### src/rtl/disp_arb_pkg.sv
// Shared types and constants for the display-sharing arbiter.
//   NREQ/IDW   : requester count and index width
//   BLANK_*    : pattern driven to the display mux when nobody owns it
//   state_e    : arbiter FSM states
//   disp_t     : registered payload sent to the display mux
package disp_arb_pkg;

  localparam int unsigned NREQ  = 4;
  localparam int unsigned IDW   = 2;
  localparam int unsigned HEXW  = 4;
  localparam int unsigned WORDW = NREQ * HEXW;

  localparam logic [HEXW-1:0] BLANK_DP  = 4'b1111;
  localparam logic [HEXW-1:0] BLANK_HEX = 4'h0;

  typedef enum logic {
    ST_IDLE = 1'b0,
    ST_OWN  = 1'b1
  } state_e;

  typedef struct packed {
    logic [HEXW-1:0] hex3;
    logic [HEXW-1:0] hex2;
    logic [HEXW-1:0] hex1;
    logic [HEXW-1:0] hex0;
    logic [HEXW-1:0] dp;
  } disp_t;

  localparam disp_t BLANK_DISP = '{BLANK_HEX, BLANK_HEX, BLANK_HEX, BLANK_HEX, BLANK_DP};

  // One-hot grant vector for a requester index.
  function automatic logic [NREQ-1:0] onehot(input logic [IDW-1:0] idx);
    onehot = NREQ'(1) << idx;
  endfunction

endpackage

### src/rtl/rr_pick.sv
// Combinational round-robin picker: first asserted req searching upward
// from ptr (mod NREQ), optionally skipping one excluded index.
//   req      : request vector
//   ptr      : search start index
//   excl_en  : enable exclusion of excl_idx
//   excl_idx : index to skip (current owner during preempt)
//   any      : a candidate was found
//   idx      : index of the candidate (ptr when none)
module rr_pick
  import disp_arb_pkg::*;
(
  input  logic [NREQ-1:0] req,
  input  logic [IDW-1:0]  ptr,
  input  logic            excl_en,
  input  logic [IDW-1:0]  excl_idx,
  output logic            any,
  output logic [IDW-1:0]  idx
);

  logic [IDW-1:0] cand;

  // Rotating priority scan; IDW-bit addition wraps modulo NREQ.
  always_comb begin
    any  = 1'b0;
    idx  = ptr;
    cand = ptr;
    for (int unsigned k = 0; k < NREQ; k++) begin
      cand = ptr + IDW'(k);
      if (!any && req[cand] && !(excl_en && (cand == excl_idx))) begin
        any = 1'b1;
        idx = cand;
      end
    end
  end

endmodule

### src/rtl/disp_share_arb.sv
// Round-robin owner arbiter for the shared 4-digit seven-segment display.
//   clk, reset_n   : clock, synchronous active-low reset
//   req            : level-sensitive per-requester display request
//   data_in        : requester i hex word at [16i+15:16i]
//   dp_in_req      : requester i active-low dp pattern at [4i+3:4i]
//   gnt, owner_id  : one-hot grant and owner index (owner_id holds when idle)
//   hex3..hex0     : registered digit nibbles of the owner
//   dp_out, blank  : registered dp pattern, high blank when no owner
module disp_share_arb
  import disp_arb_pkg::*;
#(
  parameter int unsigned HOLD_CYCLES = 50_000_000,
  parameter int unsigned CNT_W       = 26
) (
  input  logic                   clk,
  input  logic                   reset_n,
  input  logic [NREQ-1:0]        req,
  input  logic [NREQ*WORDW-1:0]  data_in,
  input  logic [NREQ*HEXW-1:0]   dp_in_req,
  output logic [NREQ-1:0]        gnt,
  output logic [IDW-1:0]         owner_id,
  output logic [HEXW-1:0]        hex3,
  output logic [HEXW-1:0]        hex2,
  output logic [HEXW-1:0]        hex1,
  output logic [HEXW-1:0]        hex0,
  output logic [HEXW-1:0]        dp_out,
  output logic                   blank
);

  localparam logic [CNT_W-1:0] CNT_MAX = CNT_W'(HOLD_CYCLES - 1);

  state_e            state_q, state_d;
  logic [NREQ-1:0]   gnt_q, gnt_d;
  logic [IDW-1:0]    owner_q, owner_d;
  logic [IDW-1:0]    ptr_q, ptr_d;
  logic [CNT_W-1:0]  cnt_q, cnt_d;
  disp_t             disp_q, disp_d;
  logic              blank_q, blank_d;

  logic [WORDW-1:0]  words [NREQ];
  logic [HEXW-1:0]   dps   [NREQ];
  logic              pick_any;
  logic [IDW-1:0]    pick_idx;
  logic [IDW-1:0]    pick_ptr;
  logic              pick_excl;

  // Split the flat requester buses into per-requester words.
  always_comb begin
    for (int unsigned i = 0; i < NREQ; i++) begin
      words[i] = data_in[i*WORDW +: WORDW];
      dps[i]   = dp_in_req[i*HEXW +: HEXW];
    end
  end

  function automatic disp_t mk_disp(input logic [WORDW-1:0] w, input logic [HEXW-1:0] dp);
    mk_disp = '{w[15:12], w[11:8], w[7:4], w[3:0], dp};
  endfunction

  // In OWN the picker searches past the owner for a preempting requester.
  assign pick_excl = (state_q == ST_OWN);
  assign pick_ptr  = pick_excl ? (owner_q + IDW'(1)) : ptr_q;

  rr_pick u_rr_pick (
    .req      (req),
    .ptr      (pick_ptr),
    .excl_en  (pick_excl),
    .excl_idx (owner_q),
    .any      (pick_any),
    .idx      (pick_idx)
  );

  // Next-state, dwell counter and output payload.
  always_comb begin
    state_d = state_q;
    gnt_d   = gnt_q;
    owner_d = owner_q;
    ptr_d   = ptr_q;
    cnt_d   = cnt_q;
    blank_d = blank_q;
    disp_d  = BLANK_DISP;
    case (state_q)
      ST_IDLE: begin
        gnt_d   = '0;
        blank_d = 1'b1;
        if (pick_any) begin
          state_d = ST_OWN;
          gnt_d   = onehot(pick_idx);
          owner_d = pick_idx;
          cnt_d   = '0;
          blank_d = 1'b0;
          disp_d  = mk_disp(words[pick_idx], dps[pick_idx]);
        end
      end
      ST_OWN: begin
        if (!req[owner_q]) begin
          // Release takes priority over any pending preempt.
          state_d = ST_IDLE;
          gnt_d   = '0;
          blank_d = 1'b1;
          ptr_d   = owner_q + IDW'(1);
        end else if ((cnt_q == CNT_MAX) && pick_any) begin
          gnt_d   = onehot(pick_idx);
          owner_d = pick_idx;
          cnt_d   = '0;
          ptr_d   = pick_idx + IDW'(1);
          disp_d  = mk_disp(words[pick_idx], dps[pick_idx]);
        end else begin
          if (cnt_q != CNT_MAX) cnt_d = cnt_q + CNT_W'(1);
          disp_d = mk_disp(words[owner_q], dps[owner_q]);
        end
      end
      default: begin
        state_d = ST_IDLE;
      end
    endcase
  end

  // State and output registers.
  always_ff @(posedge clk) begin
    if (!reset_n) begin
      state_q <= ST_IDLE;
      gnt_q   <= '0;
      owner_q <= '0;
      ptr_q   <= '0;
      cnt_q   <= '0;
      disp_q  <= BLANK_DISP;
      blank_q <= 1'b1;
    end else begin
      state_q <= state_d;
      gnt_q   <= gnt_d;
      owner_q <= owner_d;
      ptr_q   <= ptr_d;
      cnt_q   <= cnt_d;
      disp_q  <= disp_d;
      blank_q <= blank_d;
    end
  end

  assign gnt      = gnt_q;
  assign owner_id = owner_q;
  assign hex3     = disp_q.hex3;
  assign hex2     = disp_q.hex2;
  assign hex1     = disp_q.hex1;
  assign hex0     = disp_q.hex0;
  assign dp_out   = disp_q.dp;
  assign blank    = blank_q;

endmodule

### config.mk
export PLATFORM = sky130hd
export DESIGN_NAME = disp_share_arb
export DESIGN_NICKNAME = d
export VERILOG_FILES = /design/src/rtl/disp_arb_pkg.sv /design/src/rtl/rr_pick.sv /design/src/rtl/disp_share_arb.sv
export SDC_FILE = /design/constraint.sdc
export NUM_CORES = 1
export LEC_CHECK = 0
export ABC_AREA = 1
export BUFFER_PORTS_ARGS = -buffer_cell sky130_fd_sc_hd__buf_4
export CAP_MARGIN = 20
export CORE_MARGIN = 2
export CORE_UTILIZATION = 56
export DETAILED_ROUTE_END_ITERATION = 12
export PLACE_DENSITY = 0.82
export SYNTH_ARGS = -nofsm -noshare
export SYNTH_HDL_FRONTEND = slang
export SYNTH_SLANG_ARGS = --single-unit
### constraint.sdc
create_clock -name clk -period 2.8 [get_ports clk]
set_clock_uncertainty 0.15 [all_clocks]
set_input_delay 0.42 -clock clk [delete_from_list [all_inputs] [get_ports clk]]
set_output_delay 0.42 -clock clk [all_outputs]
set_load 0.01 [all_outputs]
---- Yosys cells after proc, flatten, opt, wreduce, memory -nomap -nowiden ----
Cells that the tools add are included.
cells by class
  add/subtract/negate cells ............... 6
  multipliers ............................. 0
  divide/modulo/power cells ............... 0
  order comparisons ....................... 7
  equality and inequality tests ........... 13
  shift operators ......................... 1
  mux-type cells .......................... 55
  bitwise gates (word level) .............. 3
  reductions and logical operators ........ 22
operators with widths
  cell                     number
  $mux W26                 4
  $bmux W16 S2             2
  $mux W16                 4
  $mux W20                 3
  $pmux W26 S2             1
  $pmux W20 S2             1
  $mux W4                  7
  $add A26 B1 Y26 const B  1
  $eq A26 B26 Y1 const B   1
  $ne A26 B26 Y1 const B   1
  $mux W2                  9
  $bmux W4 S2              2
  $lt A2 B3 Y1 const B     5
  $mux W1                  13
  $logic_and A1 B1 Y1      12
  $bmux W1 S2              5
  $eq A2 B2 Y1             4
  $pmux W4 S2              1
  $logic_not A1 Y1         7
  $add A2 B1 Y2 const B    3
  $ge A3 B3 Y1 const B     2
  $ne A2 B1 Y1 const B     3
  $not A2 Y3               2
  $reduce_and A3 Y1        2
  other kinds (9)          12
storage, ports and cells
  register bits ........................... 56
  latch bits .............................. 0
  RAM bits ................................ 0
  memory bits (read-only) ................. 0
  output and inout port bits .............. 27
  memories ................................ 0

---- Logic depth before layout (Yosys ltp) ----
  depth in word-level cells ............... 26
  mapped depth ............................ 19

---- Hierarchy ----
Synthesis repeated with hierarchy kept, for this count alone.
second synthesis, totals
  cell total of the unflattened synthesis .. 871
  area total of the unflattened synthesis .. 4884.7 sq um
by module, submodules not included
  module          times used  cells an instance  area an instance (sq um)
  disp_share_arb  1           794                4508.1
  rr_pick         1           77                 376.6

---- Least setup slack after synthesis ----
No wires, ideal clock.
  kind .................................... register to register
  start point ............................. register owner_q[0], in the netlist owner_id[0]
  end point ............................... register ptr_q[1]
  setup time .............................. 0.128 ns
  data arrival time ....................... 2.238 ns
  setup slack ............................. 0.284 ns
  cell stages (with the launch flop) ...... 16
  buffers on the path ..................... 2
  cell sequence ........................... dfxtp_1 buf_2 nand2_1 nand3_1 nand3_1 nand3_1 nand3_2 nand2_1 nand2_1 nand2_1 nand2_1 a21oi_1 buf_2 ha_1 o21ai_0 a21oi_1
on the way
  longest elaborated chain between the ends .. 22
RTL lines
  element                                                 line                   text
  start: declaration                                      disp_share_arb.sv:34   logic [IDW-1:0] owner_q, owner_d;
  start signal: assignment                                disp_share_arb.sv:131  owner_q <= owner_d;
  branches (longest 22 deep; another with $add A2 B1 Y2)  --
  end signal: assignment                                  disp_share_arb.sv:132  ptr_q <= ptr_d;
  end: declaration                                        disp_share_arb.sv:35   logic [IDW-1:0] ptr_q, ptr_d;
Several ways; the timed one is not identified. The select of a mux whose other input is x is not followed.
A chain may end at the register's enable or synchronous reset.

---- Worst setup path in the final report ----
  start point ............................. register owner_q[0], in the netlist owner_id[0]
  end point ............................... register cnt_q[1]
on the way
  longest elaborated chain between the ends .. 23
RTL lines
  element                                                 line                   text
  branches (longest 23 deep; another with $add A2 B1 Y2)  --
  end signal: assignment                                  disp_share_arb.sv:133  cnt_q <= cnt_d;
  end: declaration                                        disp_share_arb.sv:36   logic [CNT_W-1:0] cnt_q, cnt_d;
Several ways; the timed one is not identified. The select of a mux whose other input is x is not followed.

==> flow_summary.json <==
{
  "worst-setup-path-type": "flop to flop",
  "clock-sinks": 56,
  "fin_crit_sh_pct": 91.8,
  "grt_usage_pct": 29.6,
  "via_count": 5750,
  "yosysWarnings": 0,
  "fillCellCount": 845,
  "synthTopCellsByArea": "nand2_1 (28%), dfxtp_1 (23%), inv_1 (9.0%), a21oi_1 (8.7%), nand3_1 (4.1%)",
  "clk_pin_slew_ns": 0.11,
  "routed_wl_microns": 14200,
  "clockRootBuffer": "clkbuf_8",
  "drv_slew": 0,
  "synth_nets": 995,
  "routabilityCongestion": 0.968,
  "die_w_microns": 98.0,
  "grt_pass1_vias": 5285,
  "slew_headroom_pct": 52.6,
  "grt_max_degree": 45,
  "maxCapViolCount": 0,
  "rows": 34,
  "post_dp_cell_area_sq_um": 5860,
  "clkLatencyLatePin_ns": 0.32,
  "synthFlopType": "dfxtp_1",
  "avgSynthCellArea_sq_um": 5.47,
  "worstSetupEndpointType": "flop",
  "synth.cell_area_sq_um": 4940,
  "drtIter0Drc": 236,
  "place_ws_ns": 0.175,
  "syn_inst": 904,
  "fin_ws_ns": 0.229,
  "tightestPinTransition_ns": 0.710,
  "cts_tree": "built",
  "vias_per_cell": 5.21,
  "yosys.area.top_type_share_pct": 27.9,
  "dr.pass1.iters": 5,
  "route.detailed.drc": 0,
  "grt_remaining_overflow": 0,
  "ys_seq_area_share_pct": 22.7,
  "die_y_microns": 98.0,
  "grt_use_met2_pct": 50.6,
  "powerDensity_nw_per_um2": 1020,
  "grt.busiest_layer": "met2",
  "design.die.area_sq_um": 9600,
  "ios": 113,
  "finalInstanceArea_sq_um": 5980,
  "worstPathRequired_ns": 2.84,
  "worst-path-max-fanout": 27,
  "synthDistinctLibCells": 33,
  "ys_async_sr_fraction_pct": 0,
  "status": "finished, final reports clean",
  "place_inst": 1096,
  "numPortBuffers": 112,
  "drive_above_1_share_pct": 16.3,
  "hold_ws_ns": 0.271,
  "fin_setup_tns_ns": 0,
  "start_kind": "flop",
  "htree_levels": 2,
  "cts_resized": 0,
  "synth-edff-count": 0,
  "synth_top_cell_by_area": "nand2_1",
  "fin_crit_ns": 2.57,
  "route.antenna.remaining_nets": 0,
  "grt_pass1_wl_microns": 24000,
  "synthTopCellsByCount": "nand2_1 (367), inv_1 (118), a21oi_1 (86)",
  "post_cts_buffers": 0,
  "ys_seq_elements": 56,
  "p_leak_uw": 0.00300,
  "initial_utilization_pct": 57.3,
  "diodes": 0,
  "fmax_mhz": 389,
  "grtUsageMet3_pct": 4.44,
  "synth.most_common_cell": "nand2_1",
  "nNetsFinal": 1086,
  "syn_to_final_growth_pct": 21.0,
  "report.final.hold_viol_count": 0,
  "hp-class": "input port to flop",
  "core_area_sq_um": 8640,
  "stdcell_count": 1104,
  "wl_per_cell_microns": 12.9,
  "dpl.hpwl_microns": 10300,
  "grtUsageMet1_pct": 39.0,
  "antenna_found_initial": 0,
  "peakVddDrop_v": 0.00148,
  "setup_viol": 0,
  "holdBufCountCts": 0,
  "arrival_ns": 2.61,
  "cts_buffer_depth": 2,
  "cts_made_buffers": 5
}
[worst paths after layout]
path	startpoint	slack, ns	to	cells after the start
worst max-delay path	owner_id[0]$_SDFFE_PN0P_	0.23	cnt_q[1]$_SDFFE_PN0P_	15
worst min-delay path	reset_n	0.27	hex1[1]$_SDFF_PN0_	3
worst max register to register	owner_id[0]$_SDFFE_PN0P_	0.23	cnt_q[1]$_SDFFE_PN0P_	15
worst min register to register	cnt_q[21]$_SDFFE_PN0P_	0.36	cnt_q[21]$_SDFFE_PN0P_	2
[routing by layer]
layer	routed length [microns]	vias up
li1	-	3012
met1	6170	2505
met4	235	0
met3	1100	21
met2	6700	212
met5	0	-
[flip-flops by register name, indices dropped and copies added, names as in the netlist]
| name | count |
|---|---|
| dp_out | 4 |
| hex0 | 4 |
| hex2 | 4 |
| ptr_q | 2 |
| cnt_q | 26 |
| owner_id | 2 |
| hex1 | 4 |
| pick_excl | 1 |
| hex3 | 4 |
| blank | 1 |
| gnt | 4 |
[per-stage QoR]
step                util (%)  power, uW
floorplan                  -       4280
global placement        67.9       5480
detailed placement      67.9       5520
CTS                     69.0       6000
global route            69.3       6760
finish                  69.3       6120
[cell families (layout without fill, tap and decap cells)]
| group | Yosys count | count (layout) | share of synthesized area [%] |
|---|---|---|---|
| AOI/OAI and AO/OA | 149 | 149 | 16.2 |
| xor gates and xnor gates | 18 | 18 | 3.19 |
| adders and majority gates | 5 | 5 | 1.27 |
| buffers and inverters | 166 | 258 | 13.7 |
| DFF | 56 | 56 | 22.7 |
| and+or+nand+nor | 510 | 510 | 43.0 |
[layout by cell type, fill, tap and decap left out, drive strengths merged]
cell | netlist | routed
inv | 121 | 121
xnor2 | 6 | 6
nor3 | 24 | 24
ha | 5 | 5
a22oi | 16 | 16
o22ai | 4 | 4
nand4 | 8 | 8
a21oi | 86 | 86
dfxtp | 56 | 56
clkbuf | 18 | 5
clkinv | 1 | 2
clkinvlp | 0 | 2
or2 | 1 | 1
nor4 | 6 | 6
xor2 | 12 | 12
and2 | 1 | 1
a31oi | 4 | 4
buf | 26 | 128
nand2 | 377 | 377
o21ai | 39 | 39
nor2 | 48 | 48
nand3 | 44 | 44
nor3b | 1 | 1
[power breakdown]
part	leakage, uW	switching (uW)	internal (uW)	total (uW)
clock	0.0000404	294	178	473
sequential	0.000458	103	970	1070
combinational	0.00251	2960	1610	4580
total	0.00300	3360	2760	6120
[worst max-delay path, cell delays in order, from the launching register on]
cell and delay, ns:
dfxtp_2 0.44, nand2_1 0.15, nand2_2 0.16, nand2_1 0.07, nand2_1 0.08, and2_4 0.18
nand4_2 0.18, nand3_4 0.13, nand2_4 0.09, nand2_4 0.12, nand2_1 0.10, nand2_4 0.10
buf_6 0.22, nand2_1 0.10, o21ai_0 0.11, nor2_1 0.06
[cell type report]
cell class | instances | area (sq um) | area share [%]
Timing Repair Buffer | 128 | 1010 | 16.9
Clock buffer | 5 | 68.8 | 1.15
Clock inverter | 3 | 23.8 | 0.397
Tap cell | 108 | 135 | 2.26
Multi-Input combinational cell | 682 | 3160 | 52.8
Sequential cell | 56 | 1120 | 18.8
Inverter | 122 | 462 | 7.72
Note: power is estimated with default switching activity, not from simulation.
